$ cat src/rtl/sync_debouncer.sv
// Multi-channel input conditioner: per-channel synchronizer chain, counter debouncer
// with registered rise/fall pulses, plus a local reset synchronizer (async assert, sync release).
module sync_debouncer #(
  parameter int WIDTH           = 4,
  parameter int SYNC_STAGES     = 2,
  parameter int DEBOUNCE_CYCLES = 16,
  parameter int RST_STAGES      = 2,
  parameter int CNT_W           = 4
) (
  input  logic             clk,
  input  logic             reset,
  input  logic             tick,
  input  logic [WIDTH-1:0] din,
  output logic [WIDTH-1:0] level,
  output logic [WIDTH-1:0] rise,
  output logic [WIDTH-1:0] fall,
  output logic             rst_out
);

  localparam logic [CNT_W-1:0] CNT_ZERO = {CNT_W{1'b0}};
  localparam logic [CNT_W-1:0] CNT_ONE  = CNT_W'(1);
  localparam logic [CNT_W-1:0] CNT_LAST = CNT_W'(DEBOUNCE_CYCLES - 1);

  logic [SYNC_STAGES-1:0][WIDTH-1:0] sync_r;
  logic [WIDTH-1:0]                  s_s;
  logic [WIDTH-1:0][CNT_W-1:0]       cnt_r;
  logic [WIDTH-1:0][CNT_W-1:0]       cnt_nxt_s;
  logic [WIDTH-1:0]                  level_nxt_s;
  logic [WIDTH-1:0]                  rise_nxt_s;
  logic [WIDTH-1:0]                  fall_nxt_s;
  logic [RST_STAGES-1:0]             rst_chain_r;

  assign s_s     = sync_r[SYNC_STAGES-1];
  assign rst_out = rst_chain_r[RST_STAGES-1];

  // Reset release chain: preset to 1, shifts in 0 so release is aligned to clk.
  always_ff @(posedge clk or posedge reset) begin
    if (reset) begin
      rst_chain_r <= {RST_STAGES{1'b1}};
    end else begin
      rst_chain_r <= {rst_chain_r[RST_STAGES-2:0], 1'b0};
    end
  end

  // Input synchronizer chain, shifts every clock regardless of tick.
  always_ff @(posedge clk or posedge reset) begin
    if (reset) begin
      sync_r <= {(SYNC_STAGES*WIDTH){1'b0}};
    end else begin
      sync_r <= {sync_r[SYNC_STAGES-2:0], din};
    end
  end

  // Debounce decision per channel; a sample matching the current level restarts the count.
  always_comb begin
    cnt_nxt_s   = cnt_r;
    level_nxt_s = level;
    rise_nxt_s  = {WIDTH{1'b0}};
    fall_nxt_s  = {WIDTH{1'b0}};
    for (int i = 0; i < WIDTH; i++) begin
      if (tick) begin
        if (s_s[i] == level[i]) begin
          cnt_nxt_s[i] = CNT_ZERO;
        end else if (cnt_r[i] == CNT_LAST) begin
          cnt_nxt_s[i]   = CNT_ZERO;
          level_nxt_s[i] = s_s[i];
          rise_nxt_s[i]  = s_s[i];
          fall_nxt_s[i]  = ~s_s[i];
        end else begin
          cnt_nxt_s[i] = cnt_r[i] + CNT_ONE;
        end
      end else begin
        cnt_nxt_s[i] = cnt_r[i];
      end
    end
  end

  // Debounce state and registered outputs.
  always_ff @(posedge clk or posedge reset) begin
    if (reset) begin
      cnt_r <= {(WIDTH*CNT_W){1'b0}};
      level <= {WIDTH{1'b0}};
      rise  <= {WIDTH{1'b0}};
      fall  <= {WIDTH{1'b0}};
    end else begin
      cnt_r <= cnt_nxt_s;
      level <= level_nxt_s;
      rise  <= rise_nxt_s;
      fall  <= fall_nxt_s;
    end
  end

endmodule

$ cat config.mk
export PLATFORM = sky130hd
export DESIGN_NAME = sync_debouncer
export DESIGN_NICKNAME = d
export VERILOG_FILES = /design/src/rtl/sync_debouncer.sv
export SDC_FILE = /design/constraint.sdc
export NUM_CORES = 1
export LEC_CHECK = 0
export ABC_AREA = 1
export ABC_CLOCK_PERIOD_IN_PS = 2210
export CAP_MARGIN = 25
export CORE_AREA = 4 4 63 65
export DETAILED_ROUTE_END_ITERATION = 8
export DIE_AREA = 0 0 67 69
export GPL_ROUTABILITY_DRIVEN = 0
export PLACE_DENSITY_LB_ADDON = 0.1
export SYNTH_ARGS = -nofsm -noshare
export SYNTH_HDL_FRONTEND = slang
export SYNTH_SLANG_ARGS = --single-unit
$ cat constraint.sdc
create_clock -name clk -period 2.21 [get_ports clk]
set_input_delay 0.442 -clock clk [delete_from_list [all_inputs] [get_ports clk]]
set_output_delay 0.442 -clock clk [all_outputs]
set_load 0.02 [all_outputs]
# Word-level counts from Yosys, hierarchy flattened
# Index checks and enable logic that the tools add are counted.
# W data, S select, Z words.
word_totals:
  ff_bits: 38
  out_inout_bits: 13
  elab_cells: 69
classes:
  add_sub_neg: 4
  n_eq_ne: 8
  muxes: 32
  bitwise_logic: 8
  reduce_logical: 4
op_table:
  columns: ["cell", "n"]
  rows:
  - ["$mux W4", 8]
  - ["$mux W1", 24]
  - ["$add A4 B1 Y4 const B", 4]
  - ["$eq A4 B4 Y1 const B", 4]
  - ["$reduce_and A3 Y1", 4]
  - ["$not A1 Y1", 8]
  - ["$eq A1 B1 Y1", 4]

# Depth between registers and ports, before layout
depth:
  word_depth: 4
  mapped_depth: 6
  depth_no_buf: 6

# Worst setup path after synthesis
# Ideal clock, no wire load.
synth_timing:
  kind: "register -> register"
  startpoint: "register cnt_r[8] in the netlist's numbering"
  endpoint: "register level[2]"
  setup_ns: 0.118
  arrival_time_ns: 0.942
  t_required_ns: 2.092
  slack_ns: 1.149
  stages_incl_launch_ff: 7
  period_less_slack_ns: 1.061
  cell_sequence: "dfrtp_1 -> ha_1 -> nand2_1 -> nor2_2 -> nand3_1 -> nand2_1 -> nand2_1"
synth_via:
  elab_chain_cells: 2
synth_lines:
  columns: ["element", "line", "text"]
  rows:
  - ["from (decl)", "26", "logic [WIDTH-1:0][CNT_W-1:0] cnt_r;"]
  - ["from (signal assigned)", "81", "cnt_r <= {(WIDTH*CNT_W){1'b0}};"]
  - ["from (signal assigned)", "86", "cnt_r <= cnt_nxt_s;"]
  - ["$eq A4 B4 Y1", "64", "end else if (cnt_r[i] == CNT_LAST) begin"]
  - ["$reduce_and A3 Y1 (no line)", null, null]
  - ["to (signal assigned)", "82", "level <= {WIDTH{1'b0}};"]
  - ["to (signal assigned)", "87", "level <= level_nxt_s;"]
  - ["to (decl)", "14", "output logic [WIDTH-1:0] level,"]
# Every way passes these cells.
# A chain may end at the register's enable or synchronous reset.

# Final worst setup path
layout_timing:
  startpoint: "register rst_chain_r[1]"
  endpoint: "output port rst_out"
layout_rtl:
  columns: ["element", "line", "text"]
  rows:
  - ["from (decl)", "31", "logic [RST_STAGES-1:0] rst_chain_r;"]
  - ["from (signal assigned)", "39", "rst_chain_r <= {RST_STAGES{1'b1}};"]
  - ["from (signal assigned)", "41", "rst_chain_r <= {rst_chain_r[RST_STAGES-2:0], 1'b0};"]
  - ["to (decl)", "17", "output logic rst_out"]
# No word-level cell between the ends.

==> results.toml <==
[worst_setup_path]
critPathTopFamily = "buffers and inverters"
critPathCaptureType = "primary output"
cp_slowest_stage_delay_ns = 0.59
worst-path-buf-inv = 1
worst_ep_required_time_ns = 1.77
type_of_origin_of_the_critical_path = "flop"
crit_path_max_fanout = 1
worst_path_max_delay_cell = "sky130_fd_sc_hd__clkdlybuf4s50_1"
crit_path_cell_trace = "clkdlybuf4s50_1"
critPathArrivalTime_ns = 1.45
crit_type = "reg2out"

[layout]
num-nets-final = 223
area.growth.synth_to_final_pct = 19.3
layout.area.seq_um2 = 953
layout-drive-gt1-share = 0.0986
fillers = 300
diodes = 0
multiInputGateArea_um2 = 572

[timing]
finalMaxSlewViolations = 0
final.setup.tns_ns = 0
hold_slack_ns = 0.361
report.final.setup_viol = 0
final.period_utilization = 0.856
unrepaired_setup_endpoints_after_global_routing = "no"
final_hold_viol_count = 0
clock-skew-final_ns = 0.00805
fmax_mhz = 529
period_minus_slack_ns = 1.89

[clock_network]
clk_latency_ns = 0.34
clockRootBuffer = "sky130_fd_sc_hd__clkbuf_4"
clock-sinks = 38
post_cts.resized_instances = 0
holdBufCountCts = 0
htree_levels = 2
post_cts.repair.setup_buffers = 0
cts-buffers-inserted = 5
clock_tree.buffer_depth = 2
clk_transition_reported_paths_ns = 0.11
tritoncts = "built"

[global_route]
initial_antenna_violation_count = 0
grt-ovfl-total = 0
number_of_global_route_vias_before_repair = 1225
grt_max_degree = 39
grt_util_all_layers = 0.137
grt_pass1_wl_um = 4980

[synthesis]
synth.ff_latch_count = 38
synth_area_mm2 = 0.00164
synth_sequential_area_ratio = 0.583
number_of_warnings_printed_during_yosys_synthesis = 0
synthCells = 187
synth.avg_cell_area_um2 = 8.75
netlist-cell-type-count = 20
mappedNetlistNets = 198

[power]
power_mw = 1.31
total_power_per_unit_cell_area_mw_per_mm2 = 671
max_rail_drop_vdd_uv = 298
cellLeakagePower_nw = 1.00

[detailed_routing]
avgRoutedWirePerCell_um = 10.4
dr_total_vias = 1222
drt_iter0_markers = 88
drt-vias-per-instance = 4.72
detail_route.wirelength_um = 2700
ant_nets = 0
drt_pre_antenna_iters = 4
final_routed_drc_violation_total = 0

[place]
place.port_buffers = 19
hpwl_dp_um = 1950

[job]
maxCapViolations = 0

[floorplan]
fp.dieW_um = 67
io_pins = 20
die_height_um = 69
initial_utilization = 0.490
rows = 21
core_mm2 = 0.00334
area_of_the_die_mm2 = 0.00462

[run_status]
run_status = "finished clean"

[worst_hold_path]
min_path_type = "reg2reg"
[logic make-up after synthesis]
| group | count (synthesis) | synth area share |
|---|---|---|
| adder cells (fa/ha/maj) | 4 | 0.0306 |
| XOR/XNOR | 3 | 0.0161 |
| AO/OA/AOI/OAI | 5 | 0.0183 |
| other | 1 | 0.00229 |
| flip-flops | 38 | 0.583 |
| buffers and inverters | 26 | 0.0680 |
| AND/OR/NAND/NOR | 110 | 0.282 |
[report_power, final]
group | leakage (nW) | switching (mW) | total (mW) | internal [mW]
sequential | 0.497 | 0.0383 | 0.769 | 0.731
combinational | 0.463 | 0.0617 | 0.107 | 0.0452
clock | 0.0446 | 0.217 | 0.434 | 0.218
[synth_stat cells]
master | count | area [um^2]
sky130_fd_sc_hd__a21oi_2 | 1 | 8.76
sky130_fd_sc_hd__buf_4 | 1 | 7.51
sky130_fd_sc_hd__buf_6 | 1 | 11.3
sky130_fd_sc_hd__conb_1 | 1 | 3.75
sky130_fd_sc_hd__dfrtp_1 | 36 | 901
sky130_fd_sc_hd__dfstp_2 | 2 | 52.6
sky130_fd_sc_hd__ha_1 | 4 | 50.1
sky130_fd_sc_hd__inv_1 | 22 | 82.6
sky130_fd_sc_hd__inv_2 | 1 | 3.75
sky130_fd_sc_hd__inv_4 | 1 | 6.26
sky130_fd_sc_hd__nand2_1 | 73 | 274
sky130_fd_sc_hd__nand2_2 | 1 | 6.26
sky130_fd_sc_hd__nand3_1 | 12 | 60.1
sky130_fd_sc_hd__nand3_2 | 1 | 10.0
sky130_fd_sc_hd__nand4_1 | 5 | 31.3
sky130_fd_sc_hd__nor2_1 | 13 | 48.8
sky130_fd_sc_hd__nor2_2 | 5 | 31.3
sky130_fd_sc_hd__o21ai_0 | 3 | 15.0
sky130_fd_sc_hd__o22ai_1 | 1 | 6.26
sky130_fd_sc_hd__xnor2_1 | 3 | 26.3
[layer usage]
| layer | part of all wire | track usage | up-vias |
|---|---|---|---|
| met4 | 0.017 | 0.0495 | 0 |
| met2 | 0.49 | 0.229 | 22 |
| met1 | 0.44 | 0.161 | 571 |
| met5 | 0 | 0 | - |
| met3 | 0.050 | 0.0438 | 7 |
| li1 | - | - | 622 |
[layout make-up]
| class | instances | share of cell area |
|---|---|---|
| sequential | 38 | 0.488 |
| multi-input combinational | 123 | 0.293 |
| timing repair buffer | 20 | 0.101 |
| inverter | 24 | 0.0474 |
| clock buffer | 8 | 0.0404 |
| tap | 46 | 0.0295 |
[sequential cells by signal, indices dropped and copies added (netlist names)]
name,cells
s_s,4
level,4
cnt_r,16
fall,4
rst_chain_r,2
sync_r,4
rise,4
[per-stage QoR]
stage | setup slack, ns | utilization | cells | instance area, um^2
after detailed placement | 0.324 | 0.561 | 251 | 1870
after CTS | 0.292 | 0.585 | 259 | 1950
after floorplan | 0.910 | - | 187 | 1640
final | 0.319 | 0.585 | 259 | 1950
after global placement | 0.364 | 0.561 | 251 | 1870
after global routing | 0.272 | 0.585 | 259 | 1950
[cells in the final DEF, fill, tap and decap left out]
cell | netlist | layout
sky130_fd_sc_hd__ha_1 | 4 | 4
sky130_fd_sc_hd__nand2_1 | 73 | 73
sky130_fd_sc_hd__nand2_2 | 1 | 1
sky130_fd_sc_hd__clkbuf_4 | 0 | 5
sky130_fd_sc_hd__dfstp_2 | 2 | 2
sky130_fd_sc_hd__nand3_1 | 12 | 12
sky130_fd_sc_hd__nand4_1 | 5 | 5
sky130_fd_sc_hd__inv_1 | 22 | 22
sky130_fd_sc_hd__o21ai_0 | 3 | 3
sky130_fd_sc_hd__inv_2 | 1 | 1
sky130_fd_sc_hd__nand3_2 | 1 | 1
sky130_fd_sc_hd__nor2_2 | 5 | 5
sky130_fd_sc_hd__clkdlybuf4s50_1 | 0 | 19
sky130_fd_sc_hd__clkbuf_8 | 0 | 3
sky130_fd_sc_hd__conb_1 | 1 | 1
sky130_fd_sc_hd__buf_4 | 1 | 1
sky130_fd_sc_hd__xnor2_1 | 3 | 3
sky130_fd_sc_hd__dfrtp_1 | 36 | 36
sky130_fd_sc_hd__inv_4 | 1 | 1
sky130_fd_sc_hd__a21oi_2 | 1 | 1
sky130_fd_sc_hd__nor2_1 | 13 | 13
sky130_fd_sc_hd__o22ai_1 | 1 | 1
[worst paths after layout]
path,from,to,slack [ns],cells after the start
setup reg to reg,cnt_r[12],cnt_r[12],1.01,6
hold / removal,sync_r[3],s_s[3],0.36,0
min in group asynchronous,reset,rise[2],0.50,3
setup / recovery,rst_chain_r[1],rst_out,0.32,1
max in group asynchronous,reset,rst_chain_r[0],1.36,3
hold reg to reg,sync_r[3],s_s[3],0.36,0
Power figures use the tool's default switching activity.
